<file path="src/rtl/fetch_pkg.sv">
// Shared fetch constants: word values, PC step, FSM encodings.
// Imported by the fetch unit and its skid buffer.
package fetch_pkg;

  localparam logic [31:0] WORD_ZERO        = 32'h0000_0000;
  localparam logic [31:0] PC_INCREMENT     = 32'd4;
  localparam logic [31:0] BUBBLE_INSTR_DEF = 32'h0000_0000;

  typedef enum logic [1:0] {
    FETCH_IDLE  = 2'd0,
    FETCH_REQ   = 2'd1,
    FETCH_DRAIN = 2'd2,
    FETCH_HOLD  = 2'd3
  } fetch_state_e;

endpackage

</file>
<file path="src/rtl/fetch_skid.sv">
// One-entry instruction+PC buffer; holds a fetched word while
// decode is stalled. Clear has priority over load.
module fetch_skid
  import fetch_pkg::*;
#(
  parameter int WORD_W = 32
) (
  input  logic              clk,
  input  logic              rst,
  input  logic              i_load,
  input  logic              i_clear,
  input  logic [WORD_W-1:0] i_instr,
  input  logic [WORD_W-1:0] i_pc,
  output logic              o_valid,
  output logic [WORD_W-1:0] o_instr,
  output logic [WORD_W-1:0] o_pc
);

  logic              r_valid;
  logic [WORD_W-1:0] r_instr;
  logic [WORD_W-1:0] r_pc;

  always_ff @(posedge clk or posedge rst) begin
    if (rst) begin
      r_valid <= 1'b0;
      r_instr <= WORD_W'(WORD_ZERO);
      r_pc    <= WORD_W'(WORD_ZERO);
    end else if (i_clear) begin
      r_valid <= 1'b0;
      r_instr <= WORD_W'(WORD_ZERO);
      r_pc    <= WORD_W'(WORD_ZERO);
    end else if (i_load) begin
      r_valid <= 1'b1;
      r_instr <= i_instr;
      r_pc    <= i_pc;
    end
  end

  assign o_valid = r_valid;
  assign o_instr = r_instr;
  assign o_pc    = r_pc;

endmodule

</file>
<file path="src/rtl/fetch_unit.sv">
// Instruction-fetch controller around the PC register: drives
// pc_d, the imem req/ack handshake and the IF/ID register.
module fetch_unit
  import fetch_pkg::*;
#(
  parameter int              WORD_W       = 32,
  parameter logic [WORD_W-1:0] BUBBLE_INSTR = WORD_W'(BUBBLE_INSTR_DEF)
) (
  input  logic              clk,
  input  logic              rst,
  input  logic [WORD_W-1:0] pc_q,
  output logic [WORD_W-1:0] pc_d,
  output logic              imem_req,
  output logic [WORD_W-1:0] imem_addr,
  input  logic              imem_ack,
  input  logic [WORD_W-1:0] imem_rdata,
  input  logic              stall,
  input  logic              redirect_valid,
  input  logic [WORD_W-1:0] redirect_target,
  output logic              ifid_valid,
  output logic [WORD_W-1:0] ifid_instr,
  output logic [WORD_W-1:0] ifid_pc,
  output logic [WORD_W-1:0] ifid_pc4
);

  fetch_state_e      r_state;
  logic [WORD_W-1:0] r_pend;
  logic              r_ifid_valid;
  logic [WORD_W-1:0] r_ifid_instr;
  logic [WORD_W-1:0] r_ifid_pc;
  logic [WORD_W-1:0] r_ifid_pc4;

  logic [WORD_W-1:0] w_pc4;
  logic              w_skid_load;
  logic              w_skid_clear;
  logic              w_skid_valid;
  logic [WORD_W-1:0] w_skid_instr;
  logic [WORD_W-1:0] w_skid_pc;
  logic [WORD_W-1:0] w_skid_pc4;

  assign w_pc4      = pc_q + WORD_W'(PC_INCREMENT);
  assign w_skid_pc4 = w_skid_pc + WORD_W'(PC_INCREMENT);

  assign imem_addr = pc_q;
  assign imem_req  = (r_state == FETCH_REQ) ||
                     (r_state == FETCH_DRAIN);

  assign w_skid_load  = (r_state == FETCH_REQ) && imem_ack &&
                        stall && !redirect_valid;
  assign w_skid_clear = (r_state == FETCH_HOLD) &&
                        (redirect_valid || !stall);

  fetch_skid #(.WORD_W(WORD_W)) u_skid (
    .clk     (clk),
    .rst     (rst),
    .i_load  (w_skid_load),
    .i_clear (w_skid_clear),
    .i_instr (imem_rdata),
    .i_pc    (pc_q),
    .o_valid (w_skid_valid),
    .o_instr (w_skid_instr),
    .o_pc    (w_skid_pc)
  );

  always_comb begin
    pc_d = pc_q;
    unique case (r_state)
      FETCH_IDLE: begin
        if (redirect_valid) pc_d = redirect_target;
      end
      FETCH_REQ: begin
        if (imem_ack && redirect_valid) pc_d = redirect_target;
        else if (imem_ack)              pc_d = w_pc4;
      end
      FETCH_DRAIN: begin
        if (imem_ack)
          pc_d = redirect_valid ? redirect_target : r_pend;
      end
      FETCH_HOLD: begin
        if (redirect_valid) pc_d = redirect_target;
      end
      default: pc_d = pc_q;
    endcase
  end

  always_ff @(posedge clk or posedge rst) begin
    if (rst) begin
      r_state      <= FETCH_IDLE;
      r_pend       <= WORD_W'(WORD_ZERO);
      r_ifid_valid <= 1'b0;
      r_ifid_instr <= BUBBLE_INSTR;
      r_ifid_pc    <= WORD_W'(WORD_ZERO);
      r_ifid_pc4   <= WORD_W'(WORD_ZERO);
    end else begin
      unique case (r_state)
        FETCH_IDLE: begin
          r_state <= FETCH_REQ;
          if (redirect_valid) begin
            r_ifid_valid <= 1'b0;
            r_ifid_instr <= BUBBLE_INSTR;
          end
        end
        FETCH_REQ: begin
          if (redirect_valid) begin
            r_ifid_valid <= 1'b0;
            r_ifid_instr <= BUBBLE_INSTR;
            if (imem_ack) begin
              r_state <= FETCH_REQ;
            end else begin
              r_state <= FETCH_DRAIN;
              r_pend  <= redirect_target;
            end
          end else if (imem_ack && !stall) begin
            r_ifid_valid <= 1'b1;
            r_ifid_instr <= imem_rdata;
            r_ifid_pc    <= pc_q;
            r_ifid_pc4   <= w_pc4;
          end else if (imem_ack) begin
            r_state <= FETCH_HOLD;
          end else if (!stall) begin
            r_ifid_valid <= 1'b0;
            r_ifid_instr <= BUBBLE_INSTR;
          end
        end
        FETCH_DRAIN: begin
          // the stale word still has to be absorbed before refetching
          if (redirect_valid && !imem_ack) r_pend <= redirect_target;
          if (imem_ack) r_state <= FETCH_REQ;
          if (redirect_valid || !stall) begin
            r_ifid_valid <= 1'b0;
            r_ifid_instr <= BUBBLE_INSTR;
          end
        end
        FETCH_HOLD: begin
          if (redirect_valid) begin
            r_ifid_valid <= 1'b0;
            r_ifid_instr <= BUBBLE_INSTR;
            r_state      <= FETCH_REQ;
          end else if (!stall) begin
            r_ifid_valid <= w_skid_valid;
            r_ifid_instr <= w_skid_instr;
            r_ifid_pc    <= w_skid_pc;
            r_ifid_pc4   <= w_skid_pc4;
            r_state      <= FETCH_REQ;
          end
        end
        default: r_state <= FETCH_IDLE;
      endcase
    end
  end

  assign ifid_valid = r_ifid_valid;
  assign ifid_instr = r_ifid_instr;
  assign ifid_pc    = r_ifid_pc;
  assign ifid_pc4   = r_ifid_pc4;

endmodule

</file>
<file path="config.mk">
export PLATFORM = sky130hd
export DESIGN_NAME = fetch_unit
export DESIGN_NICKNAME = d
export VERILOG_FILES = /design/src/rtl/fetch_pkg.sv /design/src/rtl/fetch_skid.sv /design/src/rtl/fetch_unit.sv
export SDC_FILE = /design/constraint.sdc
export NUM_CORES = 1
export LEC_CHECK = 0
export ABC_CLOCK_PERIOD_IN_PS = 14100
export CORE_ASPECT_RATIO = 0.6
export CORE_MARGIN = 4
export CORE_UTILIZATION = 40
export CTS_CLUSTER_SIZE = 24
export DETAILED_ROUTE_END_ITERATION = 6
export HOLD_SLACK_MARGIN = 0.05
export PLACE_DENSITY = 0.66
export SETUP_SLACK_MARGIN = 0.2
export SYNTH_ARGS = -nofsm -noshare
export SYNTH_HDL_FRONTEND = slang
export SYNTH_SLANG_ARGS = --single-unit
</file>
<file path="constraint.sdc">
create_clock -name clk -period 14.1 [get_ports clk]
set_clock_uncertainty 0.05 [all_clocks]
set_input_delay 2.82 -clock clk [delete_from_list [all_inputs] [get_ports clk]]
set_output_delay 2.82 -clock clk [all_outputs]
set_load 0.02 [all_outputs]
</file>
Yosys cells after proc, flatten, opt, wreduce, memory -nomap -nowiden. Cells that the tools add are included.

Add/sub/neg operators: 2. Equal/unequal tests: 18. Multiplexer cells: 52. Reduce and logical (&&, ||, !) cells: 21.

Operators with widths (count): two-way mux 32 bit (28); case mux 32 bit (2 select lines) (3); case mux 32 bit (4 select lines) (1); case mux 32 bit (3 select lines) (1); adder 32 x 3 -> 32 bit, second input constant (2); two-way mux 2 bit (7); != test 2 bit, second input constant (7); two-way mux 1 bit (10); AND reduction 5 bit (2); != test 3 bit, second input constant (3); != test 4 x 3 -> 1 bit, second input constant (2); case mux 2 bit (4 select lines) (1); AND reduction 4 bit (2); logical AND 1 bit (7); != test 2 x 1 -> 1 bit, second input constant (3); nonzero test 2 bit (3); equality test 2 bit, second input constant (2); case mux 1 bit (4 select lines) (1); logical NOT 1 bit (3); equality test 2 x 1 -> 1 bit, second input constant (1); logical NOT 2 bit (1); logical OR 1 bit (2); OR reduction 2 bit (1).

Register bits: 196. Bits of input ports: 101. Output and inout port bits: 162.

Depth between registers and ports, before layout. Gate-level depths: netlist of run 1.

Depth in word-level cells: 6. Mapped depth: 10.

Hierarchy. Synthesis of run 1 repeated with hierarchy kept, for this count alone.

Cells, all modules: 1339. Area total of the unflattened synthesis: 11930.2 µm².

By module, submodules not included: fetch_unit (instances 1, cells an instance 1129, area an instance 9290.2 µm², sequential area each 3228.1 µm²); fetch_skid (instances 1, cells an instance 210, area an instance 2640.0 µm², sequential area each 1626.6 µm²).

Worst setup path after synthesis of run 1. OpenSTA, ideal clock, no wires.

Path type: input-to-output. Start point: input pc_q[5]. End point: output pc_d[29]. Data arrival time: 4.517 ns. Data required time: 11.230 ns. Path slack: 6.713 ns. Stages: 7. Path buffers: 2. Cell sequence: buf_2 > nand4_2 > buf_2 > nor4_2 > nand4_1 > xor2_1 > o21ai_0.

Word-level cells in the longest chain between the ends: 4.

Ends and longest elaborated chain: start, declared (RTL line fetch_unit.sv:11) `input logic [WORD_W-1:0] pc_q,`; adder 32 x 3 -> 32 bit (RTL line fetch_unit.sv:41) `assign w_pc4 = pc_q + WORD_W'(PC_INCREMENT);`; two-way mux 32 bit (RTL line fetch_unit.sv:73) `else if (imem_ack) pc_d = w_pc4;`; two-way mux 32 bit (RTL line fetch_unit.sv:72) `if (imem_ack && redirect_valid) pc_d = redirect_target;`; case mux 32 bit (3 select lines) (RTL line fetch_unit.sv:67) `unique case (r_state)`; end, declared (RTL line fetch_unit.sv:12) `output logic [WORD_W-1:0] pc_d,`.

Every way passes these cells.

Worst setup path after layout of run 1.
Start point: input pc_q[2]. End point: output pc_d[26].

The elaborated chain is that of the path after synthesis.

==> results of run 1 <==
sequential cells by signal (all words and copies together), names as in the netlist:
register        flops
ifid_valid          1
r_state             2
u_skid.o_valid      1
u_skid.o_instr     32
ifid_instr         32
r_pend             32
u_skid.o_pc        32
ifid_pc4           30
ifid_pc            32
area by class of cell:
cell class	count	share of cell area [%]
Tap cell	375	3.17
Inverter	17	0.482
Clock buffer	17	2.87
Sequential cell	194	32.8
Timing Repair Buffer	278	18.5
Clock inverter	14	1.19
Multi-Input combinational cell	1012	41.0
report_power, final:
| group | internal (mW) | switching [mW] |
|---|---|---|
| clock | 0.267 | 0.239 |
| sequential | 0.755 | 0.142 |
| combinational | 0.585 | 0.820 |
| total | 1.61 | 1.20 |
critical path, delay by kind of cell:
family | cells | cell delay (ps)
XOR/XNOR | 1 | 510
buffers and inverters | 3 | 1540
AO/OA/AOI/OAI | 1 | 230
AND/OR/NAND/NOR | 2 | 700
adder cells (fa/ha/maj) | 1 | 420
through the flow:
stage,setup WS (ps),power [mW],utilization (%),instances
floorplan,5950,1.69,-,1386
global placement,5160,2.29,49.3,1876
detailed placement,5160,2.30,49.3,1876
CTS,5140,2.81,51.4,1907
global route,4810,2.97,51.4,1907
finish,5000,2.81,51.4,1907
placed cells by master, fill, tap and decap left out, types with 3 or more instances in the layout:
cell type,netlist,final
o211ai_1,6,6
clkbuf_16,0,17
ha_1,7,6
clkdlybuf4s50_1,0,260
a31oi_1,16,16
xor2_1,14,14
and4_1,9,9
nand2b_1,14,14
a21o_1,5,5
nand4_1,12,12
nor3_1,17,16
clkinv_4,0,3
o21a_1,12,12
o21ai_0,182,182
nor2b_1,5,4
nor4_2,3,3
inv_8,0,3
or3_1,5,4
nand3_1,28,28
nor2_1,49,48
mux2_2,35,35
o31ai_1,8,8
and3_1,9,8
and2_1,10,10
dfrtp_1,194,194
o22ai_1,19,18
buf_4,36,16
xnor2_1,34,34
a221o_1,5,5
a22oi_1,34,34
nor3_2,2,3
inv_1,17,16
mux2i_1,70,70
nand2_1,284,284
o221ai_1,15,15
or2_2,4,4
a21oi_1,59,59
or4_1,5,5
nor4_1,7,7
how the worst max path moves through the flow:
| stage | startpoint | cells after the start | slack, ps | to |
|---|---|---|---|---|
| 2_1_floorplan | rst | 1 | 5950 | ifid_instr[0]$_DFFE_PP0P_ |
| 3_3_place_gp | pc_q[2] | 8 | 5160 | pc_d[28] |
| 3_5_place_dp | pc_q[2] | 8 | 5160 | pc_d[28] |
| 4_1_cts | pc_q[2] | 8 | 5140 | pc_d[28] |
| 5_1_grt | pc_q[2] | 8 | 4810 | pc_d[26] |
| 6_report | pc_q[2] | 8 | 5000 | pc_d[26] |
logic make-up (layout without fill, tap and decap cells):
family          count (synthesis)  count (layout)  synth area share, %
mux                           105             105                 9.32
compound gates                380             380                 19.2
simple gates                  472             472                 18.5
fa+ha+maj                       7               7                0.746
flops                         194             194                 41.3
buf+inv                       180             326                 7.30
xor+xnor                       48              48                 3.58
metal layers:
layer / up-vias / part of all wire (%) / global-route usage [%]
met2: 502 / 40 / 33.1
met3: 31 / 11 / 8.72
li1: 5090 / - / -
met1: 5201 / 48 / 39.5
met5: - / 0 / 0
met4: 0 / 1.4 / 5.05
synth_stat cells, types with 15 or more instances:
cell      count
mux2_2       35
xnor2_1      34
nand2_1     284
inv_1        17
o21ai_0     182
a22oi_1      34
o22ai_1      19
dfrtp_1     194
clkbuf_1     84
a21oi_1      59
nor2_1       49
buf_2        28
mux2i_1      70
buf_4        36
nand3_1      28
o221ai_1     15
a31oi_1      16
nor3_1       17
==> flow_metrics.env, run 1 <==
export IMPL_cts_resized=0
export IMPL_maxClockFrequency_mhz=110
export IMPL_cts_sinks=194
export IMPL_path_cells="clkdlybuf4s50_1, ha_1, inv_1, nor4_2, nand3_1, xnor2_1, o21ai_0, clkdlybuf4s50_1"
export IMPL_io_buffers=262
export IMPL_std_cell_rows=48
export IMPL_htreeDepth=4
export IMPL_syn_to_final_growth_pct=26.1
export IMPL_irDropWorstVdd_v=0.0000911
export IMPL_path_clk_slew_ps=70
export IMPL_die_area_sq_um=32300
export IMPL_finalCritPeriodShare_pct=64.5
export IMPL_reg2reg_depth=8
export IMPL_fill_cells=2703
export IMPL_dpl_hpwl_microns=29600
export IMPL_yosysSeqAreaShare_pct=41.3
export IMPL_ioPinCount=263
export IMPL_routed_wl_microns=41600
export IMPL_postSynthAreaPerCell_sq_um=8.47
export IMPL_hold_depth=2
export IMPL_antenna_cells=0
export IMPL_regToRegStartpoint="r_state[0]$_DFFE_PP0P_"
export IMPL_drt_iter0_markers=1074
export IMPL_final_seq_area_sq_um=4850
export IMPL_drive_above_1_share_pct=7.25
export IMPL_holdBufCountCts=0
export IMPL_worstMarginPinSlew_ps=1200
export IMPL_violations="DRC"
export IMPL_grt_overflow=0
export IMPL_setup_viol=0
export IMPL_drc=2
export IMPL_status="complete, but fails checks"
export IMPL_fin_area_sq_um=14800
export IMPL_clockBufferDepth=2
export IMPL_critPathLaunchType="input port"
export IMPL_multi_input_area_sq_um=6080
export IMPL_die_x_microns=229
export IMPL_synth_edff_count=0
export IMPL_hp_start="ifid_instr[16]$_DFFE_PP0P_"
export IMPL_critical_path_slowest_cell="clkdlybuf4s50_1"
export IMPL_maxCapViolCount=0
export IMPL_clk_latency_ps=460
export IMPL_critPathKind="in2out"
export IMPL_grt_setup_unrepaired="no"
export IMPL_ff2ff_setup_slack_ps=10480
export IMPL_cp_max_fo=10
export IMPL_cp_common_cell="clkdlybuf4s50_1"
export IMPL_cts_setup_buffers=0
export IMPL_grt_pass1_wl_microns=63000
export IMPL_core_area_sq_um=28800
export IMPL_max_stage_delay_ps=770
export IMPL_postSynth_asyncResetShare_pct=100
export IMPL_yosysTopAreaCell="dfrtp_1"
export IMPL_period_needed_ps=9100
export IMPL_slew_viol_final=0
export IMPL_syn_nets=1494
export IMPL_synth_ff_type="dfrtp_1"
export IMPL_cts_tree="built"
export IMPL_viasPerCell=5.68
export IMPL_leakage_nw=5.92
export IMPL_p_per_area_nw_per_um2=190
export IMPL_synth_area_sq_um=11700
export IMPL_hold_viol=0
export IMPL_firstDrtPassIters=7
export IMPL_ant_nets=0
export IMPL_grt_max_degree=128
export IMPL_antenna_found_initial=0
export IMPL_ys_warnings_count=0
export IMPL_worstPathRequired_ps=11230
export IMPL_start_util_pct=40.7
export IMPL_hp_class="reg2reg"
export IMPL_hold_end="ifid_instr[16]$_DFFE_PP0P_"
export IMPL_arrival_ps=6230
export IMPL_endpoint_kind="primary output"
export IMPL_place_area_sq_um=14200
export IMPL_max_slew_margin_pct=20.1
export IMPL_die_h_microns=141
export IMPL_cts_inserted_buffers=17
export IMPL_whs_ps=427
export IMPL_place_congestion=0.919
export IMPL_setup_tns_ps=0
export IMPL_synth_seq_cells=194
export IMPL_vias=10800
export IMPL_num_nets_final=1628
export IMPL_synthCells=1386
export IMPL_grt_pass1_vias=9999
export IMPL_wl_per_cell_microns=21.8
export IMPL_cts_root_buf="clkbuf_16"
export IMPL_synth_area_leaders="dfrtp_1, nand2_1, o21ai_0"
export IMPL_r2r_end="ifid_pc4[22]$_DFFE_PP0P_"
export IMPL_track_usage_pct=25.3
export IMPL_synth_cell_type_count=62
export IMPL_yosysTopAreaCellShare_pct=41.3
No activity file was read; power rests on OpenSTA's default activity.
==> inputs of run 2 (changes only) <==
ABC_CLOCK_PERIOD_IN_PS = 8300   (was 14100)
PLACE_DENSITY = 0.68   (was 0.66)
clock period = 8.3 ns   (was 14.1 ns; I/O delays follow)
==> run 2 against run 1 <==
  * The run now ends clean
  * Global-route usage fell by 0.065 points
  * Hold slack gained 0.85 ps
  * Power up 69%
  * Worst setup slack got worse by 3500 ps
  * Cell area barely moved
  * Via count grew 0.58%
  * Sequential share of layout area hardly changed
  * First-iteration DRC count increased by 9.9%
  * Non-clock buffer count grew 3
  * Clock-buffer cell count up 3
  * Register-to-register slack worse by 6000 ps
  * Critical path depth fell by 1
  * Highest routed layer unchanged
==> flow_metrics.env, run 2 (synthesis results as in run 1) <==
export IMPL_cp_common_cell="clkdlybuf4s50_1"
export IMPL_fin_area_sq_um=14800
export IMPL_mostFrequentLayoutCells="nand2_1, clkdlybuf4s50_1, dfrtp_1, o21ai_0, mux2i_1"
export IMPL_period_needed_ps=6800
export IMPL_hold_viol=0
export IMPL_clockBufferDepth=2
export IMPL_start_util_pct=40.7
export IMPL_seqPwrFrac_pct=31.9
export IMPL_holdBufCountCts=0
export IMPL_finalCritPeriodShare_pct=81.9
export IMPL_grt_pass1_wl_microns=63000
export IMPL_worstPathRequired_ps=6590
export IMPL_vias=10900
export IMPL_die_area_sq_um=32300
export IMPL_worstMarginPinSlew_ps=1170
export IMPL_grt_pass1_vias=10100
export IMPL_grt_setup_unrepaired="no"
export IMPL_place_congestion=0.929
export IMPL_grt_overflow=0
export IMPL_final_common_cell="nand2_1"
export IMPL_drt_iter0_markers=1180
export IMPL_firstDrtPassIters=5
export IMPL_crit_buf_inv=2
export IMPL_wl_per_cell_microns=21.6
export IMPL_num_nets_final=1631
export IMPL_comb_power_share_pct=50.6
export IMPL_cts_sinks=194
export IMPL_io_buffers=262
export IMPL_ant_nets=0
export IMPL_viasPerCell=5.70
export IMPL_clk_latency_ps=450
export IMPL_endpoint_kind="primary output"
export IMPL_regToRegStartpoint="r_state[0]$_DFFE_PP0P_"
export IMPL_dpl_hpwl_microns=29500
export IMPL_setup_viol=0
export IMPL_cts_root_buf="clkbuf_16"
export IMPL_die_h_microns=141
export IMPL_routed_wl_microns=41300
export IMPL_antenna_cells=0
export IMPL_dp_cells=1879
export IMPL_track_usage_pct=25.2
export IMPL_power_mw=4.76
export IMPL_power_frac_clock_pct=17.5
export IMPL_htreeDepth=4
export IMPL_drc=0
export IMPL_hp_start="ifid_instr[15]$_DFFE_PP0P_"
export IMPL_syn_to_final_growth_pct=26.0
export IMPL_fin_cells=1911
export IMPL_maxClockFrequency_mhz=147
export IMPL_internal_power_mw=2.72
export IMPL_path_cells="clkdlybuf4s50_1, nand4_2, nor4_1, mux2i_1, o211ai_1, o21a_1, clkdlybuf4s50_1"
export IMPL_p_per_area_nw_per_um2=322
export IMPL_path_clk_slew_ps=70
export IMPL_cts_resized=0
export IMPL_irDropWorstVdd_v=0.000223
export IMPL_grt_max_degree=130
export IMPL_cp_max_fo=13
export IMPL_slew_viol_final=0
export IMPL_std_cell_rows=48
export IMPL_cp_top_family="simple AND/OR/NAND/NOR gates"
export IMPL_status="finished clean"
export IMPL_max_slew_margin_pct=22.3
export IMPL_cts_setup_buffers=0
export IMPL_critPathKind="in2out"
export IMPL_ioPinCount=263
export IMPL_fill_cells=2709
export IMPL_critical_path_slowest_cell="nor4_1"
export IMPL_p_switching_mw=2.04
export IMPL_maxCapViolCount=0
export IMPL_hp_class="reg2reg"
export IMPL_setup_tns_ps=0
export IMPL_cts_inserted_buffers=17
export IMPL_whs_ps=428
export IMPL_die_x_microns=229
export IMPL_p_sw_share_pct=42.9
export IMPL_antenna_found_initial=1
export IMPL_cts_tree="built"
export IMPL_core_area_sq_um=28800
export IMPL_crit_start="pc_q[6]"
export IMPL_drive_above_1_share_pct=7.42
export IMPL_critPathLaunchType="input port"
export IMPL_arrival_ps=5090
export IMPL_place_area_sq_um=14200
export IMPL_max_stage_delay_ps=1050
export IMPL_leakage_nw=5.92
-- run 2: cell type report --
type	count	area (sq um)	share of cell area [%]
Sequential cell	194	4850	32.8
Tap cell	375	469	3.17
Multi-Input combinational cell	1012	6070	41.0
Timing Repair Buffer	281	2760	18.6
Clock inverter	12	120	0.812
Clock buffer	20	457	3.09
Inverter	17	71.3	0.482
-- run 2: worst paths after layout --
kind                                                   end  slack [ps]  cells after the start
worst max-delay path                              pc_d[18]        1500                      7
worst min-delay path            ifid_instr[15]$_DFFE_PP0P_         430                      2
worst max register to register    ifid_pc4[27]$_DFFE_PP0P_        4530                      8
worst min register to register  ifid_instr[15]$_DFFE_PP0P_         430                      2
max in group asynchronous           r_pend[13]$_DFFE_PP0P_        4940                      3
min in group asynchronous       ifid_instr[28]$_DFFE_PP0P_        1730                      2
-- run 2: layer usage --
layer	share of wire, %	vias up	GRT usage [%]
met2	39	531	33.3
met1	49	5229	40.3
met5	0	-	0
met3	10	37	6.72
li1	-	5090	-
met4	1.8	0	5.37
-- run 2: stage by stage --
step	util, %	setup WS [ps]
6_report	51.3	1500
5_1_grt	51.3	1360
4_1_cts	51.3	1690
3_5_place_dp	49.3	1700
3_3_place_gp	49.3	1690
2_1_floorplan	-	1310
-- run 2: worst register-to-register path: stages, from the launching register on --
cell      delay (ps)
dfrtp_1          430
ha_2             190
buf_4            680
mux2i_1          310
or3_2            870
buf_4            480
nor2_1           420
o21ai_0          160
o211ai_1         110
-- run 2: power groups by stage --
stage                     Clock [mW]  Sequential [mW]  Combinational, mW
after floorplan                    0             1.68               1.19
after global placement             0             1.52               2.37
after detailed placement           0             1.53               2.40
after CTS                      0.853             1.52               2.41
after global routing           0.893             1.56               2.58
final                          0.834             1.52               2.41
==> inputs of run 3 (changes only) <==
ABC_CLOCK_PERIOD_IN_PS = 6100   (was 8300)
clock period = 6.1 ns   (was 8.3 ns; I/O delays follow)
==> run 3 against run 2 <==
  * Cell area up 2.1%
  * Hold slack hardly changed
  * Non-clock buffer count is 32 higher
  * Critical path depth is the same
  * Register-to-register slack got worse by 2000 ps
  * Sequential cell count unchanged
  * Wire length is 5.8% higher
  * Worst setup slack got worse by 940 ps
  * Clock-buffer cell count shrank 2
  * Largest cell class unchanged
  * Largest power group unchanged
==> flow_metrics.env, run 3 (synthesis results as in run 1) <==
export IMPL_status="finished clean"
export IMPL_critPathLaunchType="input port"
export IMPL_use_met1_pct=40.1
export IMPL_core_area_sq_um=28800
export IMPL_fin_cells=1943
export IMPL_vias=11200
export IMPL_drc=0
export IMPL_routed_wl_microns=43700
export IMPL_cts_root_buf="clkbuf_16"
export IMPL_dp_cells=1911
export IMPL_die_area_sq_um=32300
export IMPL_irDropWorstVdd_v=0.000225
export IMPL_critPathKind="in2out"
export IMPL_cts_resized=0
export IMPL_finalCritPeriodShare_pct=90.8
export IMPL_fill_cells=2674
export IMPL_std_cell_rows=48
export IMPL_num_nets_final=1663
export IMPL_grt_busiest_layer="met1"
export IMPL_die_h_microns=141
export IMPL_reg2reg_depth=8
export IMPL_hold_viol=0
export IMPL_cts_tree="built"
export IMPL_setup_viol=0
export IMPL_endpoint_kind="primary output"
export IMPL_drt_iter0_markers=1238
export IMPL_met3_usage_pct=10.7
export IMPL_ant_nets=0
export IMPL_arrival_ps=4270
export IMPL_holdBufCountCts=0
export IMPL_clk_latency_ps=450
export IMPL_ioPinCount=263
export IMPL_cts_inserted_buffers=17
export IMPL_max_slew_margin_pct=32.8
export IMPL_viasPerCell=5.78
export IMPL_worstMarginPinSlew_ps=1010
export IMPL_slew_viol_final=0
export IMPL_cp_max_fo=8
export IMPL_die_x_microns=229
export IMPL_hold_depth=2
export IMPL_worstPathRequired_ps=4830
export IMPL_cts_setup_buffers=0
export IMPL_maxClockFrequency_mhz=181
export IMPL_grt_pass1_wl_microns=65400
export IMPL_mostFrequentLayoutCells="nand2_1, clkdlybuf4s50_1, dfrtp_1, o21ai_0, mux2i_1"
export IMPL_start_util_pct=40.7
export IMPL_grt_setup_unrepaired="no"
export IMPL_period_needed_ps=5540
export IMPL_path_clk_slew_ps=70
export IMPL_grt_pass1_vias=10300
export IMPL_place_congestion=0.947
export IMPL_whs_ps=428
export IMPL_wl_per_cell_microns=22.5
export IMPL_dpl_hpwl_microns=31900
export IMPL_clockBufferDepth=2
export IMPL_htreeDepth=4
export IMPL_power_mw=6.60
export IMPL_drive_above_1_share_pct=9.25
export IMPL_p_per_area_nw_per_um2=437
export IMPL_io_buffers=262
export IMPL_leakage_nw=6.10
export IMPL_grt_overflow=0
export IMPL_firstDrtPassIters=7
export IMPL_antenna_found_initial=1
export IMPL_gr_usage_met2_pct=35.2
export IMPL_cts_sinks=194
export IMPL_syn_to_final_growth_pct=28.7
export IMPL_setup_tns_ps=0
export IMPL_fin_util_pct=52.4
export IMPL_hp_class="reg2reg"
export IMPL_track_usage_pct=26.4
export IMPL_final_common_cell="nand2_1"
export IMPL_maxCapViolCount=0
export IMPL_grt_max_degree=101
-- run 3: cell types whose count changed in the layout (fill, tap and decap cells not counted) --
| cell | change |
|---|---|
| buf_4 | +30 |
| clkbuf_8 | -1 |
| clkinv_8 | +1 |
| clkinv_2 | -2 |
| buf_12 | +2 |
| nor4b_2 | -1 |
| bufinv_16 | +2 |
| nor4b_1 | +1 |
| clkinv_4 | -1 |
| diode_2 | +1 |
| clkbuf_1 | -1 |
| inv_6 | +1 |
-- run 3: layout make-up --
type / count / area, sq um / share of cell area (%)
multi-input cells: 1012 / 6070 / 40.2
flip-flops and latches: 194 / 4850 / 32.1
repair buffers: 313 / 3020 / 20.0
well taps: 375 / 469 / 3.11
clock buffers: 18 / 439 / 2.91
clock inverters: 13 / 190 / 1.26
inverters: 17 / 67.6 / 0.447
diodes: 1 / 2.50 / 0.0166
-- run 3: per-stage QoR --
stage	setup slack (ps)	instance area, sq um
final	562	15100
after global placement	737	14500
after floorplan	1910	11700
after detailed placement	690	14500
after CTS	644	15100
after global routing	378	15100
-- run 3: worst max-delay path: stages --
cell and delay, ps:
clkdlybuf4s50_1 720, and3_1 400, and2_0 430, nand3_1 180
xnor2_1 220, o21ai_0 390, clkdlybuf4s50_1 690
-- run 3: power by group --
part / switching [mW] / internal (mW) / total (mW)
Clock: 0.560 / 0.672 / 1.23
Sequential: 0.326 / 1.75 / 2.07
Combinational: 1.92 / 1.38 / 3.29
-- run 3: final timing paths --
path	to	startpoint	slack [ps]
worst max-delay path	pc_d[26]	pc_q[22]	560
worst min-delay path	ifid_instr[23]$_DFFE_PP0P_	ifid_instr[23]$_DFFE_PP0P_	430
worst max register to register	ifid_pc4[27]$_DFFE_PP0P_	r_state[0]$_DFFE_PP0P_	2550
worst min register to register	ifid_instr[23]$_DFFE_PP0P_	ifid_instr[23]$_DFFE_PP0P_	430
max in group asynchronous	r_pend[25]$_DFFE_PP0P_	rst	3800
min in group asynchronous	ifid_pc4[2]$_DFFE_PP0P_	rst	1120
-- run 3: per-layer routing --
layer  share of wire, %  routed length (microns)
met3                 11                     5010
met1                 48                    20800
met5                  0                        0
met2                 40                    17300
met4                1.2                      538
